## config.mk

```make
export PLATFORM = sky130hd
export DESIGN_NAME = axistream_forwarder
export DESIGN_NICKNAME = d
export VERILOG_FILES = /design/src/rtl/axistream_forwarder.sv
export SDC_FILE = /design/constraint.sdc
export NUM_CORES = 1
export LEC_CHECK = 0
export ABC_AREA = 1
export CAP_MARGIN = 20
export CELL_PAD_IN_SITES_DETAIL_PLACEMENT = 1
export CELL_PAD_IN_SITES_GLOBAL_PLACEMENT = 2
export CORE_ASPECT_RATIO = 1.4
export CORE_UTILIZATION = 39
export CTS_BUF_LIST = sky130_fd_sc_hd__clkbuf_8
export CTS_CLUSTER_DIAMETER = 150
export DETAILED_ROUTE_END_ITERATION = 12
export PLACE_DENSITY = 0.85
export REMOVE_ABC_BUFFERS = 1
export SKIP_CTS_REPAIR_TIMING = 1
export SYNTH_ARGS = -nofsm -noshare
export SYNTH_HDL_FRONTEND = slang
export SYNTH_SLANG_ARGS = --single-unit
```

## constraint.sdc

```tcl
create_clock -name clk -period 3.92 [get_ports clk]
set_input_delay 0.784 -clock clk [delete_from_list [all_inputs] [get_ports clk]]
set_output_delay 0.784 -clock clk [all_outputs]
set_load 0.05 [all_outputs]
```

## src/rtl/axistream_forwarder.sv

```systemverilog
// Drains an accepted packet buffer through the forwarder read port into an AXI-Stream master.
// Optional define FWD_TKEEP_EN: the final beat carries a partial TKEEP derived from the length.
module axistream_forwarder #(
  parameter int unsigned SN_FWD_DATA_WIDTH = 64,
  parameter int unsigned SN_FWD_ADDR_WIDTH = 9,
  parameter int unsigned PLEN_WIDTH        = 32,
  parameter int unsigned BRAM_LAT          = 2,
  localparam int unsigned KEEP_WIDTH       = SN_FWD_DATA_WIDTH / 8
) (
  input  logic                         clk,
  input  logic                         rst,
  input  logic                         rdy_for_fwd,
  output logic                         rdy_for_fwd_ack,
  input  logic [PLEN_WIDTH-1:0]        fwd_byte_len,
  output logic [SN_FWD_ADDR_WIDTH-1:0] fwd_addr,
  output logic                         fwd_rd_en,
  input  logic [SN_FWD_DATA_WIDTH-1:0] fwd_rd_data,
  output logic                         fwd_done,
  output logic [SN_FWD_DATA_WIDTH-1:0] fwd_TDATA,
  output logic [KEEP_WIDTH-1:0]        fwd_TKEEP,
  output logic                         fwd_TVALID,
  output logic                         fwd_TLAST,
  input  logic                         fwd_TREADY
);
  localparam int unsigned Depth = BRAM_LAT + 2;
  localparam int unsigned CntW  = $clog2(Depth + 1);
  localparam int unsigned PtrW  = $clog2(Depth);
  localparam logic [PLEN_WIDTH-1:0] MaxWords = PLEN_WIDTH'(1) << SN_FWD_ADDR_WIDTH;
  localparam logic [PLEN_WIDTH-1:0] KeepW    = PLEN_WIDTH'(KEEP_WIDTH);

  typedef enum logic [1:0] {StIdle, StRead, StDrain, StDone} state_e;

  state_e                       state_q, state_d;
  logic [SN_FWD_ADDR_WIDTH-1:0] addr_q, addr_d;
  logic [SN_FWD_ADDR_WIDTH-1:0] last_addr_q, last_addr_d;
  logic [PLEN_WIDTH-1:0]        len_words, len_rem;
  logic                         len_clamped;

  logic [BRAM_LAT-1:0]          pipe_vld_q, pipe_last_q;
  logic [CntW-1:0]              inflight;
  logic                         credit_ok;

  logic [SN_FWD_DATA_WIDTH-1:0] fifo_data_q [Depth];
  logic [Depth-1:0]             fifo_last_q;
  logic [PtrW-1:0]              wr_ptr_q, rd_ptr_q;
  logic [CntW-1:0]              fifo_cnt_q;
  logic                         push, pop;

  function automatic logic [PtrW-1:0] ptr_inc(input logic [PtrW-1:0] p);
    return (p == PtrW'(Depth - 1)) ? '0 : p + 1'b1;
  endfunction

  // Word count rounds up; lengths beyond the buffer are clamped to a full buffer.
  always_comb begin
    len_rem     = fwd_byte_len % KeepW;
    len_words   = fwd_byte_len / KeepW + ((len_rem != '0) ? PLEN_WIDTH'(1) : '0);
    len_clamped = len_words > MaxWords;
    last_addr_d = len_clamped ? '1 : SN_FWD_ADDR_WIDTH'(len_words - PLEN_WIDTH'(1));
  end

`ifdef FWD_TKEEP_EN
  logic [KEEP_WIDTH-1:0] last_keep_q, last_keep_d;
  logic [KEEP_WIDTH-1:0] fifo_keep_q [Depth];

  always_comb begin
    last_keep_d = '1;
    if (!len_clamped && (len_rem != '0)) begin
      for (int unsigned i = 0; i < KEEP_WIDTH; i++) begin
        last_keep_d[i] = PLEN_WIDTH'(i) < len_rem;
      end
    end
  end
`endif

  always_comb begin
    inflight = '0;
    for (int unsigned i = 0; i < BRAM_LAT; i++) begin
      inflight = inflight + CntW'(pipe_vld_q[i]);
    end
    // Every slot reserved by an outstanding read must still fit once it lands.
    credit_ok = ({1'b0, fifo_cnt_q} + {1'b0, inflight}) < (CntW + 1)'(Depth);
  end

  assign push = pipe_vld_q[BRAM_LAT-1];
  assign pop  = fwd_TVALID & fwd_TREADY;

  always_comb begin
    state_d         = state_q;
    addr_d          = addr_q;
    fwd_rd_en       = 1'b0;
    rdy_for_fwd_ack = 1'b0;
    fwd_done        = 1'b0;
    unique case (state_q)
      StIdle: begin
        addr_d          = '0;
        rdy_for_fwd_ack = rdy_for_fwd;
        if (rdy_for_fwd) begin
          state_d = (fwd_byte_len == '0) ? StDone : StRead;
        end
      end
      StRead: begin
        if (credit_ok) begin
          fwd_rd_en = 1'b1;
          if (addr_q == last_addr_q) begin
            state_d = StDrain;
          end else begin
            addr_d = addr_q + 1'b1;
          end
        end
      end
      StDrain: begin
        if (pop && fwd_TLAST) begin
          state_d = StDone;
        end
      end
      StDone: begin
        fwd_done = 1'b1;
        state_d  = StIdle;
      end
      default: state_d = StIdle;
    endcase
  end

  always_ff @(posedge clk) begin
    if (rst) begin
      state_q     <= StIdle;
      addr_q      <= '0;
      last_addr_q <= '0;
      pipe_vld_q  <= '0;
      pipe_last_q <= '0;
      wr_ptr_q    <= '0;
      rd_ptr_q    <= '0;
      fifo_cnt_q  <= '0;
`ifdef FWD_TKEEP_EN
      last_keep_q <= '1;
`endif
    end else begin
      state_q <= state_d;
      addr_q  <= addr_d;
      if (rdy_for_fwd_ack) begin
        last_addr_q <= last_addr_d;
`ifdef FWD_TKEEP_EN
        last_keep_q <= last_keep_d;
`endif
      end
      pipe_vld_q[0]  <= fwd_rd_en;
      pipe_last_q[0] <= fwd_rd_en & (addr_q == last_addr_q);
      for (int unsigned i = 1; i < BRAM_LAT; i++) begin
        pipe_vld_q[i]  <= pipe_vld_q[i-1];
        pipe_last_q[i] <= pipe_last_q[i-1];
      end
      if (push) wr_ptr_q <= ptr_inc(wr_ptr_q);
      if (pop)  rd_ptr_q <= ptr_inc(rd_ptr_q);
      case ({push, pop})
        2'b10:   fifo_cnt_q <= fifo_cnt_q + 1'b1;
        2'b01:   fifo_cnt_q <= fifo_cnt_q - 1'b1;
        default: fifo_cnt_q <= fifo_cnt_q;
      endcase
    end
  end

  always_ff @(posedge clk) begin
    if (push) begin
      fifo_data_q[wr_ptr_q] <= fwd_rd_data;
      fifo_last_q[wr_ptr_q] <= pipe_last_q[BRAM_LAT-1];
`ifdef FWD_TKEEP_EN
      fifo_keep_q[wr_ptr_q] <= pipe_last_q[BRAM_LAT-1] ? last_keep_q : '1;
`endif
    end
  end

  assign fwd_addr   = addr_q;
  assign fwd_TVALID = fifo_cnt_q != '0;
  assign fwd_TDATA  = fwd_TVALID ? fifo_data_q[rd_ptr_q] : '0;
  assign fwd_TLAST  = fwd_TVALID & fifo_last_q[rd_ptr_q];
`ifdef FWD_TKEEP_EN
  assign fwd_TKEEP  = fwd_TVALID ? fifo_keep_q[rd_ptr_q] : '0;
`else
  assign fwd_TKEEP  = {KEEP_WIDTH{fwd_TVALID}};
`endif

endmodule

```

==> results.md <==
Run:
- Max-cap violations in this run came to 0.

Placed design:
- Buffers placed on the I/O ports in this run total ~190.
- The HPWL reported at the end of detailed placement is 24,100 um.
- The routability congestion estimate is slightly below 0.9.
- Including well taps, the total number of placed cells is between 1,500 and 2,000.

Power:
- Of the total power, combinational logic draws 0.476.
- The register share of total power is 0.331.
- Of the total power, the clock network draws 0.194.
- The switching power total is 4.92 mW.
- IR analysis of the VDD net gives a maximum drop of 0.489 mV.
- Of the total power, the share spent switching nets is 0.444.
- The power density over cell area is 684 nW/um2.
- Summed over all cells, the static leakage comes to 5.83 nW.
- The internal power component is 6.16 mW.

Status:
- The run finished with clean final reports.

Worst setup path:
- Measured in cells, the most critical reg-to-reg path has a length of 12.
- The worst endpoint required time is 3.14 ns.
- In this run the critical register-to-register path is launched from fifo_cnt_q[0].
- The largest individual stage delay along the critical path comes from the cell clkdlybuf4s50_1.
- The endpoint class of the critical path is a primary output.
- The worst setup path is of the reg2out kind.
- The startpoint type of the worst setup path is a flip-flop.
- The worst setup slack for register-to-register paths is around 1.4 ns.
- On the worst path, the slowest cell contributes a delay of 0.86 ns.
- Along the worst path, the maximum fanout reaches 82.
- Traced cell by cell, the critical path runs through buf_12 > nor2_1 > nor2_1 > o21ai_0 > a21oi_1 > clkdlybuf4s50_1.
- In this run the critical register-to-register path is captured at fifo_cnt_q[2].
- The critical path's most frequent cell is nor2_1.
- At the worst endpoint, the arrival time is 2.83 ns.

Clock tree:
- Clock-pin slew was measured on the worst setup and hold paths at 0.06 ns.
- TritonCTS built the clock tree.
- The cell at the root of the clock tree is clkbuf_8.
- For the worst-skew pair, the clock arrives at the later sink with an insertion delay of 0.56 ns.
- The number of H-tree levels is 2.
- The longest clock path from root to sink contains 3 buffers.
- The clock drives between 200 and 300 sinks.
- Buffers inserted during clock tree synthesis total 41.

Timing:
- The worst hold slack across all endpoints is 0.414 ns.
- The relative slew slack is 0.405.
- The final count of pins violating max slew is 0.
- The clock arrives with ~0.018 ns of skew.
- Setup repair after global routing left no endpoint under its margin.
- Counting I/O delays and the setup requirement, the final critical path takes 3.62 ns.
- Setup violations remaining at the end of the flow were counted as 0.
- At the pin with the least slew margin, the transition time is approximately 0.89 ns.
- The achievable frequency is 276 MHz.
- The number of hold-slack violations in the final timing report is 0.
- Of the available clock period, the critical path in the final layout requires 0.923.

Layout:
- The layout overhead on the synthesized area is 23.8%.
- The count of non-filler cells in the finished layout is about 2,000.
- The filler cells instantiated in the layout total 3,705.
- The share of layout cells above drive strength 1 is 0.0649.
- The final layout net count is 1,615.

Yosys:
- The number of storage elements in the synthesis netlist is between 200 and 300.
- The number of warning messages in the yosys log is 0.
- Yosys instantiated no cell more often than nor2_1.
- The number of enable-type register cells in the synthesized netlist is 260.
- The async set-reset flop share out of synthesis is 0.
- After synthesis, the most frequently instantiated cells are nor2_1, edfxtp_1, nand2_1.
- Each instance of the synthesized netlist takes up on average 9.98 um2.
- The cell area after synthesis is 13,100 um2.
- The most area-hungry cell type in the Yosys netlist is edfxtp_1.
- Of the post-synthesis cell area, the dominant cell type holds 0.597.
- Yosys mapped the design onto 29 distinct sky130hd cell types.
- The cell count after synthesis came out at 1,311.
- For this run, the register share of the synthesized area comes to 0.647.
- After synthesis, the cell types taking the most area are edfxtp_1, nor2_1, o21ai_0.
- The leading register cell type out of synthesis is edfxtp_1.

Global route:
- The remaining global-route overflow is 0.
- The number of global-route vias before repair is 10,400.
- The initial antenna violation count is 3.
- The first global-routing pass estimated 55,300 um of wire.
- Entering global routing, the biggest net connects a little over 80 pins.
- For this run, the total global-route usage over all layers was measured as 0.212.

Floorplanning:
- From left edge to right edge, the die measures about 160 um.
- The total I/O pin count is 186.
- The initial cell density of the core is 0.395.
- The die height is 219 um.
- The total die area is 34,300 um2.
- The floorplan step defined a core boundary enclosing 33,100 um2.
- Row generation in the floorplan step produced 79 rows.

Worst hold path:
- The number of instances on the worst hold path is 2.
- The worst hold path begins at pipe_last_q[0].
- The class of the tightest hold or removal check is reg2reg.
- The terminating pin of the worst hold path is pipe_last_q[1].

Route:
- The final layout contains routed wiring with a total length of 35,900 um.
- The first routing iteration left 439 violations.
- The remaining design rule violation count is 0.
- In the routed layout, each cell is associated on average with a via count of 5.07.
- The detailed router placed 10,000 vias in this run.
- After detailed routing, the average wire length per cell comes to 18.2 um.
- The first-pass iteration count of the detailed router is 5.
- The detail route stage leaves a number of antenna-violating nets equal to 0.
state kept, by name, summed over array words and instances, names as in the netlist, named ones only:
| name | count |
|---|---|
| state_q | 2 |
| rd_ptr_q | 2 |
| fifo_last_q | 4 |
| fifo_data_q | 256 |
| pipe_last_q | 2 |
| fwd_addr | 9 |
| fifo_cnt_q | 3 |
| pipe_vld_q | 2 |
| last_addr_q | 9 |
| wr_ptr_q | 2 |
critical path, delay by kind of cell (launching register included):
| family | cells | cell delay (ns) |
|---|---|---|
| AOI/OAI and AO/OA | 2 | 0.34 |
| DFF | 1 | 0.47 |
| buffers and inverters | 2 | 1.21 |
| and+or+nand+nor | 2 | 0.18 |
per-layer routing:
layer,GRT usage,up-vias,share of wire
li1,-,4813,-
met4,0.0954,6,0.038
met1,0.226,4878,0.37
met3,0.0466,70,0.053
met5,0,-,0.0013
met2,0.395,233,0.53
worst max-delay path by stage:
| stage | endpoint |
|---|---|
| 3_5_place_dp | last_addr_q[1] |
| 4_1_cts | fwd_TDATA[6] |
| 6_report | fwd_TDATA[17] |
| 3_3_place_gp | last_addr_q[1] |
| 5_1_grt | fwd_TDATA[6] |
| 2_1_floorplan | fifo_cnt_q[1] |
final cells by class:
type	count	area (um2)	share of cell area
inverters	88	330	0.0204
diodes	1	2.50	0.000154
clock buffers	44	606	0.0374
flip-flops and latches	293	8470	0.523
multi-input cells	870	4040	0.249
well taps	445	557	0.0344
repair buffers	203	2070	0.128
clock inverters	28	125	0.00772
power groups by stage:
stage / Combinational [mW] / Clock [mW] / Sequential, mW
2_1_floorplan: 2.98 / 0 / 3.83
3_3_place_gp: 5.24 / 0 / 3.72
3_5_place_dp: 5.31 / 0 / 3.73
4_1_cts: 5.33 / 2.21 / 3.66
5_1_grt: 5.64 / 2.32 / 3.68
6_report: 5.27 / 2.15 / 3.66
layout by cell type, fill, tap and decap left out, drive strengths merged, types with 19 or more instances in the layout:
master	netlist	routed
edfxtp	260	260
a21oi	93	93
nand2	156	156
clkdlybuf4s50	0	184
dfxtp	33	33
buf	29	19
o21ai	144	144
nor2	357	357
clkbuf	31	44
inv	87	98
nand3	41	41
through the flow:
stage / cell area, um2 / setup WS [ns] / utilization / TNS, ns / power, mW
floorplan: 12800 / -5.56 / - / -209.64 / 6.81
global placement: 15500 / 0.469 / 0.467 / 0 / 8.97
detailed placement: 15500 / 0.316 / 0.467 / 0 / 9.04
CTS: 16200 / 0.240 / 0.489 / 0 / 11.2
global route: 16200 / 0.133 / 0.489 / 0 / 11.6
finish: 16200 / 0.301 / 0.489 / 0 / 11.1
logic make-up (layout without fill, tap and decap cells):
kind of cell             Yosys count  count (layout)  synth area share
other                              0               1                 0
AO/OA/AOI/OAI                    239             239            0.0920
buffers and inverters            148             363            0.0448
XOR/XNOR                          22              22            0.0147
adder cells (fa/ha/maj)           18              18            0.0178
AND/OR/NAND/NOR                  591             591             0.184
flip-flops                       293             293             0.647
(Power assumes the default switching activity.)
